## src/rtl/id_ex_pkg.sv

```systemverilog
// Shared definitions for the ID/EX stage: control-bundle bit positions,
// instruction classes and the class decoder.
package id_ex_pkg;

  localparam int REG_DST    = 7;
  localparam int JUMP       = 6;
  localparam int BRANCH     = 5;
  localparam int MEM_READ   = 4;
  localparam int MEM_TO_REG = 3;
  localparam int MEM_WRITE  = 2;
  localparam int ALU_SRC    = 1;
  localparam int REG_WRITE  = 0;

  typedef enum logic [2:0] {
    CLS_R    = 3'd0,
    CLS_I    = 3'd1,
    CLS_BR   = 3'd2,
    CLS_ST   = 3'd3,
    CLS_NONE = 3'd4
  } insn_cls_e;

  // Only {reg_dst, reg_write, branch, mem_write} select the class; the rest ride along.
  function automatic insn_cls_e classify(input logic [7:0] ctrl);
    logic [3:0] key;
    key = {ctrl[REG_DST], ctrl[REG_WRITE], ctrl[BRANCH], ctrl[MEM_WRITE]};
    case (key)
      4'b1100: classify = CLS_R;
      4'b0100: classify = CLS_I;
      4'b0010: classify = CLS_BR;
      4'b0001: classify = CLS_ST;
      default: classify = CLS_NONE;
    endcase
  endfunction

endpackage

```

## src/rtl/id_ex_stage_reg_regfile.sv

```systemverilog
// Architectural register file: 2 combinational read ports, 1 synchronous write
// port, asynchronous clear. Optional hard-wired zero register.
module regfile_2r1w #(
  parameter int DATA_W     = 32,
  parameter int REG_ADDR_W = 4,
  parameter int ZERO_REG   = 0
) (
  input  logic                  clk,
  input  logic                  rst,
  input  logic [REG_ADDR_W-1:0] raddr1,
  input  logic [REG_ADDR_W-1:0] raddr2,
  output logic [DATA_W-1:0]     rdata1,
  output logic [DATA_W-1:0]     rdata2,
  input  logic                  we,
  input  logic [REG_ADDR_W-1:0] waddr,
  input  logic [DATA_W-1:0]     wdata
);

  localparam int DEPTH = 2 ** REG_ADDR_W;

  logic [DATA_W-1:0] mem_q [DEPTH];
  logic [DATA_W-1:0] mem_d [DEPTH];
  logic              wr_en_s;

  assign wr_en_s = we && !((ZERO_REG != 0) && (waddr == {REG_ADDR_W{1'b0}}));

  // Next-state of the array: one entry updated on an accepted write.
  always_comb begin
    mem_d = mem_q;
    if (wr_en_s) begin
      mem_d[waddr] = wdata;
    end else begin
      mem_d = mem_q;
    end
  end

  // Storage with asynchronous clear.
  always_ff @(posedge clk or posedge rst) begin
    if (rst) begin
      for (int i = 0; i < DEPTH; i++) begin
        mem_q[i] <= {DATA_W{1'b0}};
      end
    end else begin
      mem_q <= mem_d;
    end
  end

  assign rdata1 = ((ZERO_REG != 0) && (raddr1 == {REG_ADDR_W{1'b0}})) ? {DATA_W{1'b0}} : mem_q[raddr1];
  assign rdata2 = ((ZERO_REG != 0) && (raddr2 == {REG_ADDR_W{1'b0}})) ? {DATA_W{1'b0}} : mem_q[raddr2];

endmodule

```

## src/rtl/id_ex_stage_reg.sv

```systemverilog
// Decode-to-execute stage: register file, operand/immediate selection and the
// ID/EX pipeline register. Define ID_EX_WB_BYPASS_EN to forward same-edge write-back data.
module id_ex_stage_reg
  import id_ex_pkg::*;
#(
  parameter int DATA_W     = 32,
  parameter int REG_ADDR_W = 4,
  parameter int IMM_W      = 8,
  parameter int IMM_SIGNED = 0,
  parameter int ZERO_REG   = 0
) (
  input  logic                  clk,
  input  logic                  rst,
  input  logic [REG_ADDR_W-1:0] rs,
  input  logic [REG_ADDR_W-1:0] rt,
  input  logic [REG_ADDR_W-1:0] rd,
  input  logic [IMM_W-1:0]      imm,
  input  logic [7:0]            ctrl_in,
  input  logic                  valid_in,
  input  logic                  stall,
  input  logic                  flush,
  input  logic                  wb_we,
  input  logic [REG_ADDR_W-1:0] wb_addr,
  input  logic [DATA_W-1:0]     wb_data,
  output logic [7:0]            ctrl_out,
  output logic                  valid_out,
  output logic [REG_ADDR_W-1:0] rd_out,
  output logic [DATA_W-1:0]     read_data1,
  output logic [DATA_W-1:0]     read_data2,
  output logic [DATA_W-1:0]     imm_value
);

  insn_cls_e             cls_s;
  logic [REG_ADDR_W-1:0] ra1_s;
  logic [DATA_W-1:0]     rf_rd1_s, rf_rd2_s;
  logic [DATA_W-1:0]     op1_s, op2_s;
  logic [DATA_W-1:0]     imm_ext_s;

  logic [7:0]            ctrl_q, ctrl_d;
  logic                  valid_q, valid_d;
  logic [REG_ADDR_W-1:0] rd_q, rd_d;
  logic [DATA_W-1:0]     rd1_q, rd1_d;
  logic [DATA_W-1:0]     rd2_q, rd2_d;
  logic [DATA_W-1:0]     imm_q, imm_d;

  assign cls_s = classify(ctrl_in);
  // I-type carries its single register source in rt.
  assign ra1_s = (cls_s == CLS_I) ? rt : rs;
  assign imm_ext_s = (IMM_SIGNED != 0) ? DATA_W'($signed(imm)) : DATA_W'(imm);

  regfile_2r1w #(
    .DATA_W    (DATA_W),
    .REG_ADDR_W(REG_ADDR_W),
    .ZERO_REG  (ZERO_REG)
  ) u_rf (
    .clk   (clk),
    .rst   (rst),
    .raddr1(ra1_s),
    .raddr2(rt),
    .rdata1(rf_rd1_s),
    .rdata2(rf_rd2_s),
    .we    (wb_we),
    .waddr (wb_addr),
    .wdata (wb_data)
  );

`ifdef ID_EX_WB_BYPASS_EN
  logic byp1_s, byp2_s;
  assign byp1_s = wb_we && (wb_addr == ra1_s) &&
                  !((ZERO_REG != 0) && (ra1_s == {REG_ADDR_W{1'b0}}));
  assign byp2_s = wb_we && (wb_addr == rt) &&
                  !((ZERO_REG != 0) && (rt == {REG_ADDR_W{1'b0}}));
  assign op1_s = byp1_s ? wb_data : rf_rd1_s;
  assign op2_s = byp2_s ? wb_data : rf_rd2_s;
`else
  assign op1_s = rf_rd1_s;
  assign op2_s = rf_rd2_s;
`endif

  // Pipeline register next-state: flush beats stall, stall beats load; invalid loads are bubbles.
  always_comb begin
    ctrl_d  = ctrl_q;
    valid_d = valid_q;
    rd_d    = rd_q;
    rd1_d   = rd1_q;
    rd2_d   = rd2_q;
    imm_d   = imm_q;
    if (flush || (!stall && !valid_in)) begin
      ctrl_d  = 8'h00;
      valid_d = 1'b0;
      rd_d    = {REG_ADDR_W{1'b0}};
      rd1_d   = {DATA_W{1'b0}};
      rd2_d   = {DATA_W{1'b0}};
      imm_d   = {DATA_W{1'b0}};
    end else if (stall) begin
      ctrl_d  = ctrl_q;
      valid_d = valid_q;
    end else begin
      ctrl_d  = ctrl_in;
      valid_d = 1'b1;
      rd_d    = rd;
      case (cls_s)
        CLS_R: begin
          rd1_d = op1_s;
          rd2_d = op2_s;
          imm_d = {DATA_W{1'b0}};
        end
        CLS_I: begin
          rd1_d = op1_s;
          rd2_d = {DATA_W{1'b0}};
          imm_d = imm_ext_s;
        end
        CLS_BR, CLS_ST: begin
          rd1_d = op1_s;
          rd2_d = op2_s;
          imm_d = imm_ext_s;
        end
        default: begin
          rd1_d = {DATA_W{1'b0}};
          rd2_d = {DATA_W{1'b0}};
          imm_d = {DATA_W{1'b0}};
        end
      endcase
    end
  end

  // ID/EX register bank.
  always_ff @(posedge clk or posedge rst) begin
    if (rst) begin
      ctrl_q  <= 8'h00;
      valid_q <= 1'b0;
      rd_q    <= {REG_ADDR_W{1'b0}};
      rd1_q   <= {DATA_W{1'b0}};
      rd2_q   <= {DATA_W{1'b0}};
      imm_q   <= {DATA_W{1'b0}};
    end else begin
      ctrl_q  <= ctrl_d;
      valid_q <= valid_d;
      rd_q    <= rd_d;
      rd1_q   <= rd1_d;
      rd2_q   <= rd2_d;
      imm_q   <= imm_d;
    end
  end

  assign ctrl_out   = ctrl_q;
  assign valid_out  = valid_q;
  assign rd_out     = rd_q;
  assign read_data1 = rd1_q;
  assign read_data2 = rd2_q;
  assign imm_value  = imm_q;

endmodule

```

## config.mk

```make
export PLATFORM = sky130hd
export DESIGN_NAME = id_ex_stage_reg
export DESIGN_NICKNAME = d
export VERILOG_FILES = /design/src/rtl/id_ex_pkg.sv /design/src/rtl/id_ex_stage_reg_regfile.sv /design/src/rtl/id_ex_stage_reg.sv
export SDC_FILE = /design/constraint.sdc
export NUM_CORES = 1
export LEC_CHECK = 0
export CELL_PAD_IN_SITES_DETAIL_PLACEMENT = 1
export CELL_PAD_IN_SITES_GLOBAL_PLACEMENT = 1
export CORE_MARGIN = 3
export CORE_UTILIZATION = 55
export CTS_CLUSTER_SIZE = 10
export DETAILED_ROUTE_END_ITERATION = 6
export PLACE_DENSITY_LB_ADDON = 0.05
export SLEW_MARGIN = 0
export SYNTH_ARGS = -nofsm -noshare
export SYNTH_HDL_FRONTEND = slang
export SYNTH_HIERARCHICAL = 1
export SYNTH_SLANG_ARGS = --single-unit
```

## constraint.sdc

```tcl
create_clock -name clk -period 28.8 [get_ports clk]
set_clock_uncertainty 0.2 [all_clocks]
set_input_delay 7.2 -clock clk [delete_from_list [all_inputs] [get_ports clk]]
set_output_delay 7.2 -clock clk [all_outputs]
set_load 0.03 [all_outputs]
```

==> flow_summary.toml <==
[sta]
rsz0062_at_grt = "no"
period_share_pct = 40.5
period_needed_ns = 11.68
tns_ns = 0
maxSlewViolCount = 0
clock.fmax_ghz = 0.0856
setup_viol = 0
worst_pin_slew_ns = 1.08
finalHoldViolCount = 0
slew_headroom_pct = 27.9

[worst_hold_path]
hold_depth = 1
hold_start = "read_data2[25]"
hp-class = "flop to flop"
worstHoldEndpoint = "read_data2[25]"

[critical_path]
cp_cell_sequence = "clkdlybuf4s50_1, nor4b_2, mux2_8, buf_4, buf_4, mux4_2, a22oi_1, nand2_1, a22o_1"
cp-end-kind = "flop"
critPathRequiredTime_ns = 29.08
start_kind = "input port"
path_depth = 9
regToRegEndpoint = "read_data2[9]"
crit_type = "input port to flop"
cp_common_cell = "buf_4"
rr_startpoint = "u_rf/mem_q[393]"
reg2reg_slack_ns = 26.90
cp_top_family = "buffers and inverters"
cp_slowest_cell = "buf_4"
cp_num_buf_inv = 3
slowest_delay_ns = 0.86
cp_max_fo = 45
arrival_ns = 11.95
ff2ff_path_depth = 4

[logic_synthesis]
synth_ff_type = "dfrtp_1"
synth_edf_count = 0
synth.cell_area_sq_um = 30000
syn_inst = 1913
synth-seq-cells = 597
async_flop_share_pct = 100
syn_area_per_cell_sq_um = 15.7
ys_seq_area_share_pct = 49.7
synth_cell_types = 36
ys_warn_count = 6

[detailed_routing]
first_iter_violations = 1560
route.detailed.drc = 0
drt-total-wl_mm = 89.4
first_pass_iters = 5
routedWlPerCell_um = 33.1
via_per_inst = 6.89
final_antenna_net_count = 0
num_vias = 18605

[global_routing]
antenna_found_initial = 2
grt.overflow.total = 0
grt_max_degree = 158
grt_usage_pct = 31.8
grt_pass1_wl_mm = 134
grt_pass1_vias = 20337

[die]
ios = 179
row_count = 85
core_area_sq_um = 53900
initial_core_util_pct = 55.7
die_y_um = 240
dieArea_sq_um = 57400
die_w_um = 240

[clock_network]
root_buffer = "clkbuf_16"
cts_hold_buf = 0
ctsResizeCount = 0
cts_tree = "yes"
clock_sinks = 597
cts_buffers = 71
cts_setup_buffers = 0
insertion_delay_ns = 0.59
cts_buffer_depth = 3
clk_pin_slew_ns = 0.06
htreeDepth = 3

[place]
finalWeightedCongestion = 0.754
placed_cells = 2613
io_buffer_count = 154
dp_hpwl_mm = 47.7

[layout]
nNetsFinal = 2060
final_cells = 2702
fin_util_pct = 62.9
syn2layout_area_growth_pct = 13.0
layout-drive-gt1-share_pct = 47.0
n_fill_cell = 4736

[power_and_ir_drop]
vdd_ir_drop_max_uv = 48.4
leakage_nw = 14.3
powerDensity_nw_per_um2 = 72.2

[outcome]
status = "completed"

[run]
cap_violations = 0
-- worst max path at each step --
stage                                 to  startpoint  slack [ns]
final                     read_data1[25]  ctrl_in[5]       17.12
after global routing       read_data1[8]  ctrl_in[0]       16.63
after CTS                 read_data1[25]  ctrl_in[5]       17.03
after detailed placement  read_data1[25]  ctrl_in[0]       16.37
after global placement    read_data1[25]  ctrl_in[0]       16.55
after floorplan            u_rf/mem_q[0]         rst        7.10
-- where the power goes --
| part | internal (mW) | leakage, nW | switching, mW | total [mW] |
|---|---|---|---|---|
| registers | 1.01 | 7.46 | 0.130 | 1.14 |
| clock network | 0.467 | 0.961 | 0.330 | 0.796 |
| logic | 0.315 | 5.88 | 0.197 | 0.512 |
| total | 1.79 | 14.3 | 0.657 | 2.45 |
-- metal layers --
layer	wire length, um	track usage (%)	vias up	share of wire (%)
met5	13	0	-	0.015
met4	3140	10.4	2	3.5
met3	5130	4.84	198	5.7
met2	44300	52.9	639	50
met1	36800	43.6	10241	41
li1	-	-	7525	-
-- flip-flops by register name, summed over array words and instances, names as in the netlist --
register	cells
ctrl_out	8
imm_value	8
rd_out	4
read_data1	32
read_data2	32
u_rf/mem_q	512
valid_out	1
-- cell usage in the layout (no fill, tap or decap), drive strengths merged, types with 5 or more instances in the layout --
cell / n
clkdlybuf4s50: 152
mux2: 516
clkbuf: 87
nor2: 10
mux4: 256
a22oi: 128
buf: 41
dfrtp: 597
a22o: 83
nor2b: 5
conb: 24
nand2: 68
-- logic make-up (layout without fill, tap and decap cells) --
family                    Yosys count  in the layout  synth area share [%]
buffers and inverters             216            284                  3.52
AOI/OAI and AO/OA                 216            216                  5.95
other                               1             26                0.0125
muxes                             773            773                  39.0
xor gates and xnor gates            1              1                0.0292
DFF                               597            597                  49.7
and+or+nand+nor                   109            109                  1.77
-- Yosys cell counts, types with 5 or more instances --
| cell type | n | share of area (%) |
|---|---|---|
| clkbuf_1 | 97 | 1.2 |
| buf_2 | 72 | 1.2 |
| buf_4 | 24 | 0.60 |
| mux2_1 | 17 | 0.64 |
| nand2_1 | 67 | 0.84 |
| buf_6 | 9 | 0.34 |
| a22o_2 | 29 | 0.97 |
| buf_1 | 11 | 0.14 |
| dfrtp_1 | 597 | 50 |
| a22oi_1 | 128 | 3.2 |
| mux2_4 | 30 | 1.5 |
| nor2_1 | 10 | 0.13 |
| mux2_2 | 469 | 18 |
| mux4_2 | 256 | 19 |
| nor2b_1 | 5 | 0.10 |
| a22o_1 | 54 | 1.6 |
-- layout make-up --
cell class | instances | area [sq um] | area share, %
Inverter | 3 | 21.3 | 0.0627
Timing Repair Buffer | 194 | 1860 | 5.48
Antenna cell | 2 | 5.00 | 0.0147
Multi-Input combinational cell | 1123 | 14300 | 42.1
Clock inverter | 1 | 5.00 | 0.0147
Sequential cell | 597 | 14900 | 44.0
Clock buffer | 86 | 1950 | 5.73
Tap cell | 696 | 871 | 2.57
-- metrics by stage --
step                      setup WS, ns  instance area [sq um]  hold slack [ns]  power, mW
after floorplan                   7.10                  30100            0.270       1.51
after global placement           16.55                  32000            0.281       1.62
after detailed placement         16.37                  32000            0.292       1.66
after CTS                        17.03                  33900            0.307       2.47
after global routing             16.63                  33900            0.323       2.56
final                            17.12                  33900            0.303       2.45
(Power assumes the default switching activity.)
